File: src/rtl/exception_controller_if.sv
// Signal bundle between the exception controller and the core (execute, system block, fetch).
// The master modport is the controller side; the slave modport is the core side.
interface exception_controller_if #(
  parameter int NUM_IRQ  = 16,
  parameter int NUM_SYNC = 4
);
  logic [NUM_IRQ-1:0]  irq;
  logic [NUM_SYNC-1:0] syncException;
  logic                interruptEnable;
  logic [15:0]         exceptionMask;
  logic [31:0]         isrBaseAddress;
  logic                instructionDone;
  logic                returnFromInterrupt;
  logic                vectorAck;
  logic                exceptionPending;
  logic [4:0]          cause;
  logic                vectorValid;
  logic [31:0]         vectorAddress;
  logic                clearInterruptEnable;
  logic                inHandler;
  logic                doubleFault;

  modport master (
    input  irq, syncException, interruptEnable, exceptionMask, isrBaseAddress,
           instructionDone, returnFromInterrupt, vectorAck,
    output exceptionPending, cause, vectorValid, vectorAddress,
           clearInterruptEnable, inHandler, doubleFault
  );

  modport slave (
    output irq, syncException, interruptEnable, exceptionMask, isrBaseAddress,
           instructionDone, returnFromInterrupt, vectorAck,
    input  exceptionPending, cause, vectorValid, vectorAddress,
           clearInterruptEnable, inHandler, doubleFault
  );
endinterface

File: src/rtl/exception_controller.sv
// Exception/interrupt entry sequencer for cpu32e2: priority, cause, vector handshake, one nesting level.
// Optional macro IRQ_LATCH_EN: interrupt lines become rising-edge latched pending bits.
module exception_controller #(
  parameter int NUM_IRQ      = 16,
  parameter int NUM_SYNC     = 4,
  parameter int VECTOR_SHIFT = 2
) (
  input  logic                   clk,
  input  logic                   reset,
  exception_controller_if.master bus
);

  typedef enum logic [2:0] {
    ST_IDLE    = 3'd0,
    ST_CAPTURE = 3'd1,
    ST_VECTOR  = 3'd2,
    ST_ACTIVE  = 3'd3,
    ST_FAULT   = 3'd4
  } state_t;

  localparam logic [4:0] CAUSE_FAULT = 5'd31;

  function automatic logic [3:0] f_lowest_idx(input logic [15:0] v);
    logic [3:0] idx;
    idx = 4'd0;
    for (int i = 15; i >= 0; i--) begin
      if (v[i]) begin
        idx = 4'(i);
      end else begin
        idx = idx;
      end
    end
    return idx;
  endfunction

  function automatic logic [31:0] f_vector_address(input logic [31:0] base, input logic [4:0] c);
    logic [31:0] offset;
    offset = {27'd0, c} << VECTOR_SHIFT;
    return base + offset;
  endfunction

  state_t      r_state;
  logic        r_exception_pending;
  logic [4:0]  r_cause;
  logic        r_vector_valid;
  logic [31:0] r_vector_address;
  logic        r_clear_inten;
  logic        r_in_handler;
  logic        r_double_fault;

  logic [NUM_IRQ-1:0] w_irq_src;
  logic [15:0]        w_sync_ext;
  logic [15:0]        w_irq_ext;
  logic [15:0]        w_irq_elig;
  logic               w_sync_any;
  logic               w_irq_any;
  logic               w_take_sync;
  logic               w_take_irq;
  logic [3:0]         w_sync_idx;
  logic [3:0]         w_irq_idx;

`ifdef IRQ_LATCH_EN
  logic [NUM_IRQ-1:0] r_irq_prev;
  logic [NUM_IRQ-1:0] r_irq_pend;
  logic [15:0]        w_irq_clr16;
  logic [NUM_IRQ-1:0] w_irq_clr;

  assign w_irq_clr16 = 16'h0001 << w_irq_idx;
  assign w_irq_clr   = w_irq_clr16[NUM_IRQ-1:0] & {NUM_IRQ{w_take_irq}};
  assign w_irq_src   = r_irq_pend;

  // Rising edges accumulate in every state; the dispatched line clears as it is captured.
  always_ff @(posedge clk) begin
    if (reset) begin
      r_irq_prev <= '0;
      r_irq_pend <= '0;
    end else begin
      r_irq_prev <= bus.irq;
      r_irq_pend <= (r_irq_pend & ~w_irq_clr) | (bus.irq & ~r_irq_prev);
    end
  end
`else
  assign w_irq_src = bus.irq;
`endif

  always_comb begin
    w_sync_ext = 16'h0000;
    w_irq_ext  = 16'h0000;
    w_sync_ext[NUM_SYNC-1:0] = bus.syncException;
    w_irq_ext[NUM_IRQ-1:0]   = w_irq_src;
  end

  assign w_irq_elig  = w_irq_ext & bus.exceptionMask & {16{bus.interruptEnable}};
  assign w_sync_any  = |w_sync_ext;
  assign w_irq_any   = |w_irq_elig;
  assign w_sync_idx  = f_lowest_idx(w_sync_ext);
  assign w_irq_idx   = f_lowest_idx(w_irq_elig);
  // Sync exceptions abort immediately; interrupts wait for an instruction boundary.
  assign w_take_sync = (r_state == ST_IDLE) && w_sync_any;
  assign w_take_irq  = (r_state == ST_IDLE) && !w_sync_any && w_irq_any && bus.instructionDone;

  // Entry sequencer; every output is registered on the transition into the state that owns it.
  always_ff @(posedge clk) begin
    if (reset) begin
      r_state             <= ST_IDLE;
      r_exception_pending <= 1'b0;
      r_cause             <= 5'd0;
      r_vector_valid      <= 1'b0;
      r_vector_address    <= 32'd0;
      r_clear_inten       <= 1'b0;
      r_in_handler        <= 1'b0;
      r_double_fault      <= 1'b0;
    end else begin
      case (r_state)
        ST_IDLE: begin
          if (w_take_sync) begin
            r_state             <= ST_CAPTURE;
            r_cause             <= {1'b0, w_sync_idx};
            r_vector_address    <= f_vector_address(bus.isrBaseAddress, {1'b0, w_sync_idx});
            r_exception_pending <= 1'b1;
            r_clear_inten       <= 1'b1;
          end else if (w_take_irq) begin
            r_state             <= ST_CAPTURE;
            r_cause             <= {1'b1, w_irq_idx};
            r_vector_address    <= f_vector_address(bus.isrBaseAddress, {1'b1, w_irq_idx});
            r_exception_pending <= 1'b1;
            r_clear_inten       <= 1'b1;
          end else begin
            r_state <= ST_IDLE;
          end
        end
        ST_CAPTURE: begin
          r_state        <= ST_VECTOR;
          r_clear_inten  <= 1'b0;
          r_vector_valid <= 1'b1;
        end
        ST_VECTOR: begin
          if (bus.vectorAck) begin
            r_state             <= ST_ACTIVE;
            r_vector_valid      <= 1'b0;
            r_exception_pending <= 1'b0;
            r_in_handler        <= 1'b1;
          end else begin
            r_state <= ST_VECTOR;
          end
        end
        ST_ACTIVE: begin
          if (|bus.syncException) begin
            r_state             <= ST_FAULT;
            r_double_fault      <= 1'b1;
            r_exception_pending <= 1'b1;
            r_cause             <= CAUSE_FAULT;
            r_in_handler        <= 1'b0;
          end else if (bus.returnFromInterrupt) begin
            r_state      <= ST_IDLE;
            r_in_handler <= 1'b0;
          end else begin
            r_state <= ST_ACTIVE;
          end
        end
        ST_FAULT: begin
          r_state <= ST_FAULT;
        end
        default: begin
          r_state             <= ST_IDLE;
          r_exception_pending <= 1'b0;
          r_vector_valid      <= 1'b0;
          r_clear_inten       <= 1'b0;
          r_in_handler        <= 1'b0;
        end
      endcase
    end
  end

  assign bus.exceptionPending     = r_exception_pending;
  assign bus.cause                = r_cause;
  assign bus.vectorValid          = r_vector_valid;
  assign bus.vectorAddress        = r_vector_address;
  assign bus.clearInterruptEnable = r_clear_inten;
  assign bus.inHandler            = r_in_handler;
  assign bus.doubleFault          = r_double_fault;

endmodule

File: src/flat_wrapper.sv
// flat-port wrapper written by rule: the top's interface ports become plain ports
module exception_controller_flat 
#(
  parameter int NUM_IRQ      = 16,
  parameter int NUM_SYNC     = 4,
  parameter int VECTOR_SHIFT = 2
)
  (clk, reset, bus_irq, bus_syncException, bus_interruptEnable, bus_exceptionMask, bus_isrBaseAddress, bus_instructionDone, bus_returnFromInterrupt, bus_vectorAck, bus_exceptionPending, bus_cause, bus_vectorValid, bus_vectorAddress, bus_clearInterruptEnable, bus_inHandler, bus_doubleFault);
  exception_controller_if #(.NUM_IRQ(NUM_IRQ), .NUM_SYNC(NUM_SYNC)) bus_i ();
  input  logic clk;
  input  logic reset;
  input wire logic [$bits(bus_i.irq)-1:0] bus_irq;
  input wire logic [$bits(bus_i.syncException)-1:0] bus_syncException;
  input wire logic [$bits(bus_i.interruptEnable)-1:0] bus_interruptEnable;
  input wire logic [$bits(bus_i.exceptionMask)-1:0] bus_exceptionMask;
  input wire logic [$bits(bus_i.isrBaseAddress)-1:0] bus_isrBaseAddress;
  input wire logic [$bits(bus_i.instructionDone)-1:0] bus_instructionDone;
  input wire logic [$bits(bus_i.returnFromInterrupt)-1:0] bus_returnFromInterrupt;
  input wire logic [$bits(bus_i.vectorAck)-1:0] bus_vectorAck;
  output wire logic [$bits(bus_i.exceptionPending)-1:0] bus_exceptionPending;
  output wire logic [$bits(bus_i.cause)-1:0] bus_cause;
  output wire logic [$bits(bus_i.vectorValid)-1:0] bus_vectorValid;
  output wire logic [$bits(bus_i.vectorAddress)-1:0] bus_vectorAddress;
  output wire logic [$bits(bus_i.clearInterruptEnable)-1:0] bus_clearInterruptEnable;
  output wire logic [$bits(bus_i.inHandler)-1:0] bus_inHandler;
  output wire logic [$bits(bus_i.doubleFault)-1:0] bus_doubleFault;
  assign bus_i.irq = bus_irq;
  assign bus_i.syncException = bus_syncException;
  assign bus_i.interruptEnable = bus_interruptEnable;
  assign bus_i.exceptionMask = bus_exceptionMask;
  assign bus_i.isrBaseAddress = bus_isrBaseAddress;
  assign bus_i.instructionDone = bus_instructionDone;
  assign bus_i.returnFromInterrupt = bus_returnFromInterrupt;
  assign bus_i.vectorAck = bus_vectorAck;
  assign bus_exceptionPending = bus_i.exceptionPending;
  assign bus_cause = bus_i.cause;
  assign bus_vectorValid = bus_i.vectorValid;
  assign bus_vectorAddress = bus_i.vectorAddress;
  assign bus_clearInterruptEnable = bus_i.clearInterruptEnable;
  assign bus_inHandler = bus_i.inHandler;
  assign bus_doubleFault = bus_i.doubleFault;
  exception_controller #(.NUM_IRQ(NUM_IRQ), .NUM_SYNC(NUM_SYNC), .VECTOR_SHIFT(VECTOR_SHIFT)) u_core (.clk(clk), .reset(reset), .bus(bus_i));
endmodule
File: config.mk
export PLATFORM = sky130hd
export DESIGN_NAME = exception_controller_flat
export DESIGN_NICKNAME = d
export VERILOG_FILES = /design/src/rtl/exception_controller_if.sv /design/src/rtl/exception_controller.sv /design/src/flat_wrapper.sv
export SDC_FILE = /design/constraint.sdc
export NUM_CORES = 1
export LEC_CHECK = 0
export BUFFER_PORTS_ARGS = -buffer_cell sky130_fd_sc_hd__buf_2
export CORE_UTILIZATION = 52
export CTS_BUF_LIST = sky130_fd_sc_hd__clkbuf_8 sky130_fd_sc_hd__clkbuf_16
export CTS_CLUSTER_DIAMETER = 50
export DETAILED_ROUTE_END_ITERATION = 10
export GPL_TIMING_DRIVEN = 0
export PLACE_DENSITY = 0.91
export SKIP_CTS_REPAIR_TIMING = 1
export SLEW_MARGIN = 5
export SYNTH_ARGS = -nofsm -noshare
export SYNTH_HDL_FRONTEND = slang
export SYNTH_SLANG_ARGS = --single-unit
File: constraint.sdc
create_clock -name clk -period 7.38 [get_ports clk]
set_input_delay 1.107 -clock clk [delete_from_list [all_inputs] [get_ports clk]]
set_output_delay 1.107 -clock clk [all_outputs]
set_load 0.03 [all_outputs]
### Word-level counts from Yosys, hierarchy flattened

Cells that the tools add are included.

* register bits after elaboration: 45
* input bits: 74
* output and inout port bits: 42

* add/subtract/negate cells: 2
* equal/unequal tests: 8
* multiplexer cells: 43
* bitwise logic cells: 6
* reductions and logical operators: 21

Operators by type and width (number)
* 2-to-1 mux 32 bit: 2
* 2-to-1 mux 4 bit: 16
* adder 32 x 4 -> 32 bit: 1
* adder 32 x 7 -> 32 bit: 1
* bitwise AND 16 bit: 2
* OR reduction 16 bit: 1
* 2-to-1 mux 5 bit: 3
* case mux 3 bit (5 select lines): 1
* 2-to-1 mux 2 bit: 5
* case mux 5 bit (2 select lines): 1
* 2-to-1 mux 1 bit: 9
* OR reduction 3 bit: 3
* AND reduction 2 bit: 4
* equality test 3 x 2 -> 1 bit, second input constant: 2
* 2-to-1 mux 3 bit: 2
* case mux 1 bit (3 select lines): 2
* AND reduction 3 bit: 2
* logical AND 1 bit: 4
* inverter 1 bit: 4
* case mux 1 bit (4 select lines): 1
* AND reduction 4 bit: 1
* nonzero test 2 bit: 2
* OR reduction 4 bit: 1
* equality test 3 x 1 -> 1 bit, second input constant: 1
* 9 further kinds: 9

### Longest topological paths before layout

* depth in word-level cells: 21
* depth in mapped cells: 15
* gate-level depth less buffers: 14

### Worst setup path before layout

No wires, ideal clock.

* path kind: input -> register
* start: input bus_interruptEnable
* end: register u_core.r_vector_address[12] (netlist: u_core.bus.vectorAddress[12])
* setup time: 0.146 ns
* arrival time: 3.698 ns
* setup slack: 3.536 ns
* cell stages on the path: 14
* buffers on the path: 1
* cells stage by stage: buf_2 inv_1 a21oi_1 a32o_1 o21ai_0 nand2_1 ha_1 fa_1 a211o_1 a21oi_1 nor2_1 nand3_1 xor2_1 a211oi_2

* word-level cells in the longest chain between the ends: 20
* elaborated cells between the ends (all ways): 25
* classes of those cells: add/sub: 1; mux: 18; bitwise: 1; reduce/logical: 5

RTL lines
* from (decl): line flat_wrapper.sv:14 `input wire logic [$bits(bus_i.interruptEnable)-1:0] bus_interruptEnable;`
* bitwise AND 16 bit *: line exception_controller.sv:93 `assign w_irq_elig = w_irq_ext & bus.exceptionMask & {16{bus.interruptEnable}};`
* 2-to-1 mux 4 bit (16 in a row): line exception_controller.sv:27 `if (v[i]) begin`
* adder 32 x 7 -> 32 bit: line exception_controller.sv:39 `return base + offset;`
* 2-to-1 mux 32 bit: line exception_controller.sv:122 `end else if (w_take_irq) begin`
* 2-to-1 mux 32 bit: line exception_controller.sv:116 `if (w_take_sync) begin`
* to (signal assigned): line exception_controller.sv:119 `r_vector_address <= f_vector_address(bus.isrBaseAddress, {1'b0, w_sync_idx});`
* to (signal assigned): line exception_controller.sv:125 `r_vector_address <= f_vector_address(bus.isrBaseAddress, {1'b1, w_irq_idx});`
* to (decl): line exception_controller.sv:46 `logic [31:0] r_vector_address;`

Every way passes the cells marked *; elsewhere a longest branch is shown, timed or not. The select of a mux whose other input is x is not followed.
A chain may end at the register's enable or synchronous reset.

### Worst setup path in the final report

* start: input bus_irq[4]
* end: register u_core.r_vector_address[18] (netlist: u_core.bus.vectorAddress[18])

* word-level cells in the longest chain between the ends: 10
* elaborated cells between the ends (all ways): 15
* classes of those cells: add/sub: 1; mux: 7; bitwise: 2; reduce/logical: 5

RTL lines
* from (decl): line flat_wrapper.sv:12 `input wire logic [$bits(bus_i.irq)-1:0] bus_irq;`
* bitwise AND 16 bit * (2 in a row): line exception_controller.sv:93
* 2-to-1 mux 4 bit (5 in a row): line exception_controller.sv:27
* adder 32 x 7 -> 32 bit: line exception_controller.sv:39
* 2-to-1 mux 32 bit: line exception_controller.sv:122
* 2-to-1 mux 32 bit: line exception_controller.sv:116

Marks and branches as above.

==> impl_results.md <==
- Outcome: finished, final reports clean
- Setup repair after global routing missed its margin: false
- Critical Path Source Type: primary input
- Clock tree root driver cell: clkbuf_8
- Area delta synth->final: 28.2%
- Gr ovfl total: 0
- First-pass GRT wire length: 11900 um
- Average instance area after synthesis: 8.34 um^2
- Worst hold path class: reg -> reg
- Yosys warns: 0
- Antenna violations before repair: 0
- Gate count of the mapped netlist: 335
- Number of enable-type register cells in the synthesized netlist: 0
- Remaining antenna violation count after routing: 0
- Proportion of layout cells with a drive suffix above 1: 35.7%
- Pre-antenna DRT Iters: 4
- Core region area: 5140 um^2
- Cell Rows: 26
- Startpoint of the lowest-slack hold path: u_core.bus.doubleFault
- Final setup TNS: 0 ns
- Critical-path maximum fanout: 5
- GR Util All Layers: 27.3%
- Number of maximum-capacitance violations: 0
- Sinks on Clock Net: 45
- Power per unit of standard cell area: 324 nW/um^2
- Number of global-route vias before repair: 2734
- HPWL reported at the end of detailed placement: 5900 um
- Yosys reg bits: 45
- Portion of synthesized cell area occupied by the leading cell type: 32.3%
- Initial cell density of the core: 54.3%
- Average wire per standard cell: 14.5 um
- Detailed router's first-iteration violation count: 187
- Period utilisation layout: 57.2%
- Leak pwr: 1.59 nW
- NumNets Final: 535
- Critical Path, Cell by Cell: buf_2 > nand2_1 > a32o_1 > a32o_1 > o21ai_0 > nand2_1 > ha_1 > fa_1 > a211o_1 > a21oi_1 > nor2_1 > nand4_1 > xor2_1 > a211oi_2
- Clock tree buffer depth: 2
- Arrival time of data at the critical path endpoint: 4.37 ns
- Count of antenna diodes in the layout: 0
- Worst hold margin: 0.452 ns
- Compound-cell area share of the yosys netlist: 28.7%
- Total Wirelength: 7630 um
- Critical path start-end classification: in -> reg
- Clock transition at the registers of the reported paths: 0.09 ns
- Slowest cell delay on critical path: 0.52 ns
- Number of H-tree branching levels: 2
- Synthesized-area fraction occupied by xor and xnor cells: 8.15%
- CP required: 7.53 ns
- Share of synthesized cell area in full adder, half adder and majority cells: 2.96%
- Main combinational cell family by area after synthesis: compound AO/OA/AOI/OAI gates
- Crit. End Element: flop
- Fin. Hold Viols: 0
- Total number of vias: 2994
- Via-per-instance ratio: 5.69
- Proportion of synthesized chip area in sequential cells: 32.3%
- Number of port buffers: 113
- Fin crit period: 4.22 ns
- Worst setup timing slack at the placement stage: 2.95 ns
- Transition time at the pin with the least slew margin: 0.754 ns
- Fraction of synthesized area in multiplexers: 0.358%
- Die Area: 5670 um^2
- Clock tree from TritonCTS: yes
- Height of the die: 75.3 um
- Clock tree skew after final layout: 0.00599 ns
- Count of pins on the block boundary: 116
- DRC Markers: 0
- Simple-gate share of the synthesized area: 23.0%
- Final Max Slew Viols: 0
- Primary flip-flop cell chosen by synthesis mapping: dfxtp_1
- Max rail drop VDD: 0.207 mV
- Most frequent cells after synthesis: dfxtp_1 (45), nor2_1 (44), nand2_1 (39)
- Endpoints failing setup: 0
- Worst-path cell with the longest stage delay: a21oi_1
- FMAX: 237 MHz
- Later-pin clock latency in the skew report: 0.30 ns
- DIE WIDTH: 75.3 um
- Top area cells in the synthesized netlist: dfxtp_1 (32%), a211oi_2 (11%), nor2_1 (5.9%), nand2_1 (5.2%), a21oi_1 (4.5%)
- Area of the mapped netlist: 2790 um^2
- Placer congestion estimate: 0.885
- Pin count of the biggest net entering global routing: 15
- Synth async-reset ratio: 0%
- Number of distinct standard cells referenced by the synthesized netlist: 50
- Cell taking the most area after synthesis: dfxtp_1
- Worst slew margin relative to its limit: 49.7%
- Worst Setup SP: bus_irq[4]
- Setup slack after layout: 3.16 ns
- Syn nets: 415
- CTS Buf Count: 5
- Start of the worst register-to-register path: u_core.r_state[1]
- Most repeated cell in the gate-level netlist after synthesis: dfxtp_1
routing by layer:
| metal | vias up | part of all wire [%] | GRT usage (%) |
|---|---|---|---|
| met3 | 19 | 5.8 | 5.49 |
| met4 | 0 | 2.1 | 8.44 |
| met2 | 121 | 49 | 46.3 |
| met5 | - | 0 | 0 |
| met1 | 1395 | 43 | 34.8 |
| li1 | 1459 | - | - |
cells in the final DEF (no fill, tap or decap), types with 5 or more instances in the layout:
cell type,netlist,layout
a22o_1,6,6
dfxtp_1,45,45
inv_1,7,7
a21oi_1,25,25
clkbuf_8,0,5
nand2_1,39,39
a211oi_2,24,24
ha_1,5,5
nand3_1,17,17
buf_2,3,116
xnor2_1,13,13
nor2_1,44,44
o21ai_0,11,11
nor3_1,7,7
xor2_1,13,13
clkbuf_1,7,7
path summary, 6_finish.rpt:
check,depth (start not counted),to,slack [ns]
max reg2reg,14,u_core.bus.vectorAddress[18],3.52
min,2,u_core.bus.doubleFault,0.45
max,14,u_core.bus.vectorAddress[18],3.16
min reg2reg,2,u_core.bus.doubleFault,0.45
flip-flops by register name, summed over array words and instances (netlist names):
signal and cells:
u_core.bus.cause 5, u_core.bus.clearInterruptEnable 1, u_core.bus.doubleFault 1, u_core.bus.exceptionPending 1, u_core.bus.inHandler 1, u_core.bus.vectorAddress 32, u_core.bus.vectorValid 1, u_core.r_state 3
power breakdown:
| part | leakage [nW] | switching (mW) | internal [mW] | total [mW] |
|---|---|---|---|---|
| clock | 0.0681 | 0.0852 | 0.134 | 0.220 |
| combinational | 1.14 | 0.389 | 0.205 | 0.593 |
| sequential | 0.374 | 0.0343 | 0.311 | 0.345 |
area by class of cell:
type / instances / area [um^2]
sequential: 45 / 901
buffer: 16 / 97.6
tap: 70 / 87.6
multi-input combinational: 266 / 1760
clock inverter: 3 / 65.1
clock buffer: 5 / 68.8
inverter: 8 / 30.0
timing repair buffer: 113 / 566
fill: 415 / 1560
cell families after synthesis:
family	Yosys count
AND/OR/NAND/NOR	135
AO/OA/AOI/OAI	98
flip-flops	45
XOR/XNOR	26
buffers and inverters	24
adder cells (fa/ha/maj)	6
multiplexers	1
worst max-delay path, delay by kind of cell:
kind            cells  cell delay [ns]
compound gates      6             1.74
fa+ha+maj           2             0.67
simple gates        4             0.56
xor+xnor            1             0.22
buf+inv             1             0.08
stage by stage:
stage                     total power, mW  util (%)  std cells  area, um^2
after floorplan                     0.779         -        335        2790
after global placement              0.919      67.0        518        3450
after detailed placement            0.936      67.0        518        3450
after CTS                            1.16      69.6        526        3580
after global routing                 1.23      69.6        526        3580
final                                1.16      69.6        526        3580
(Power assumes the default switching activity.)
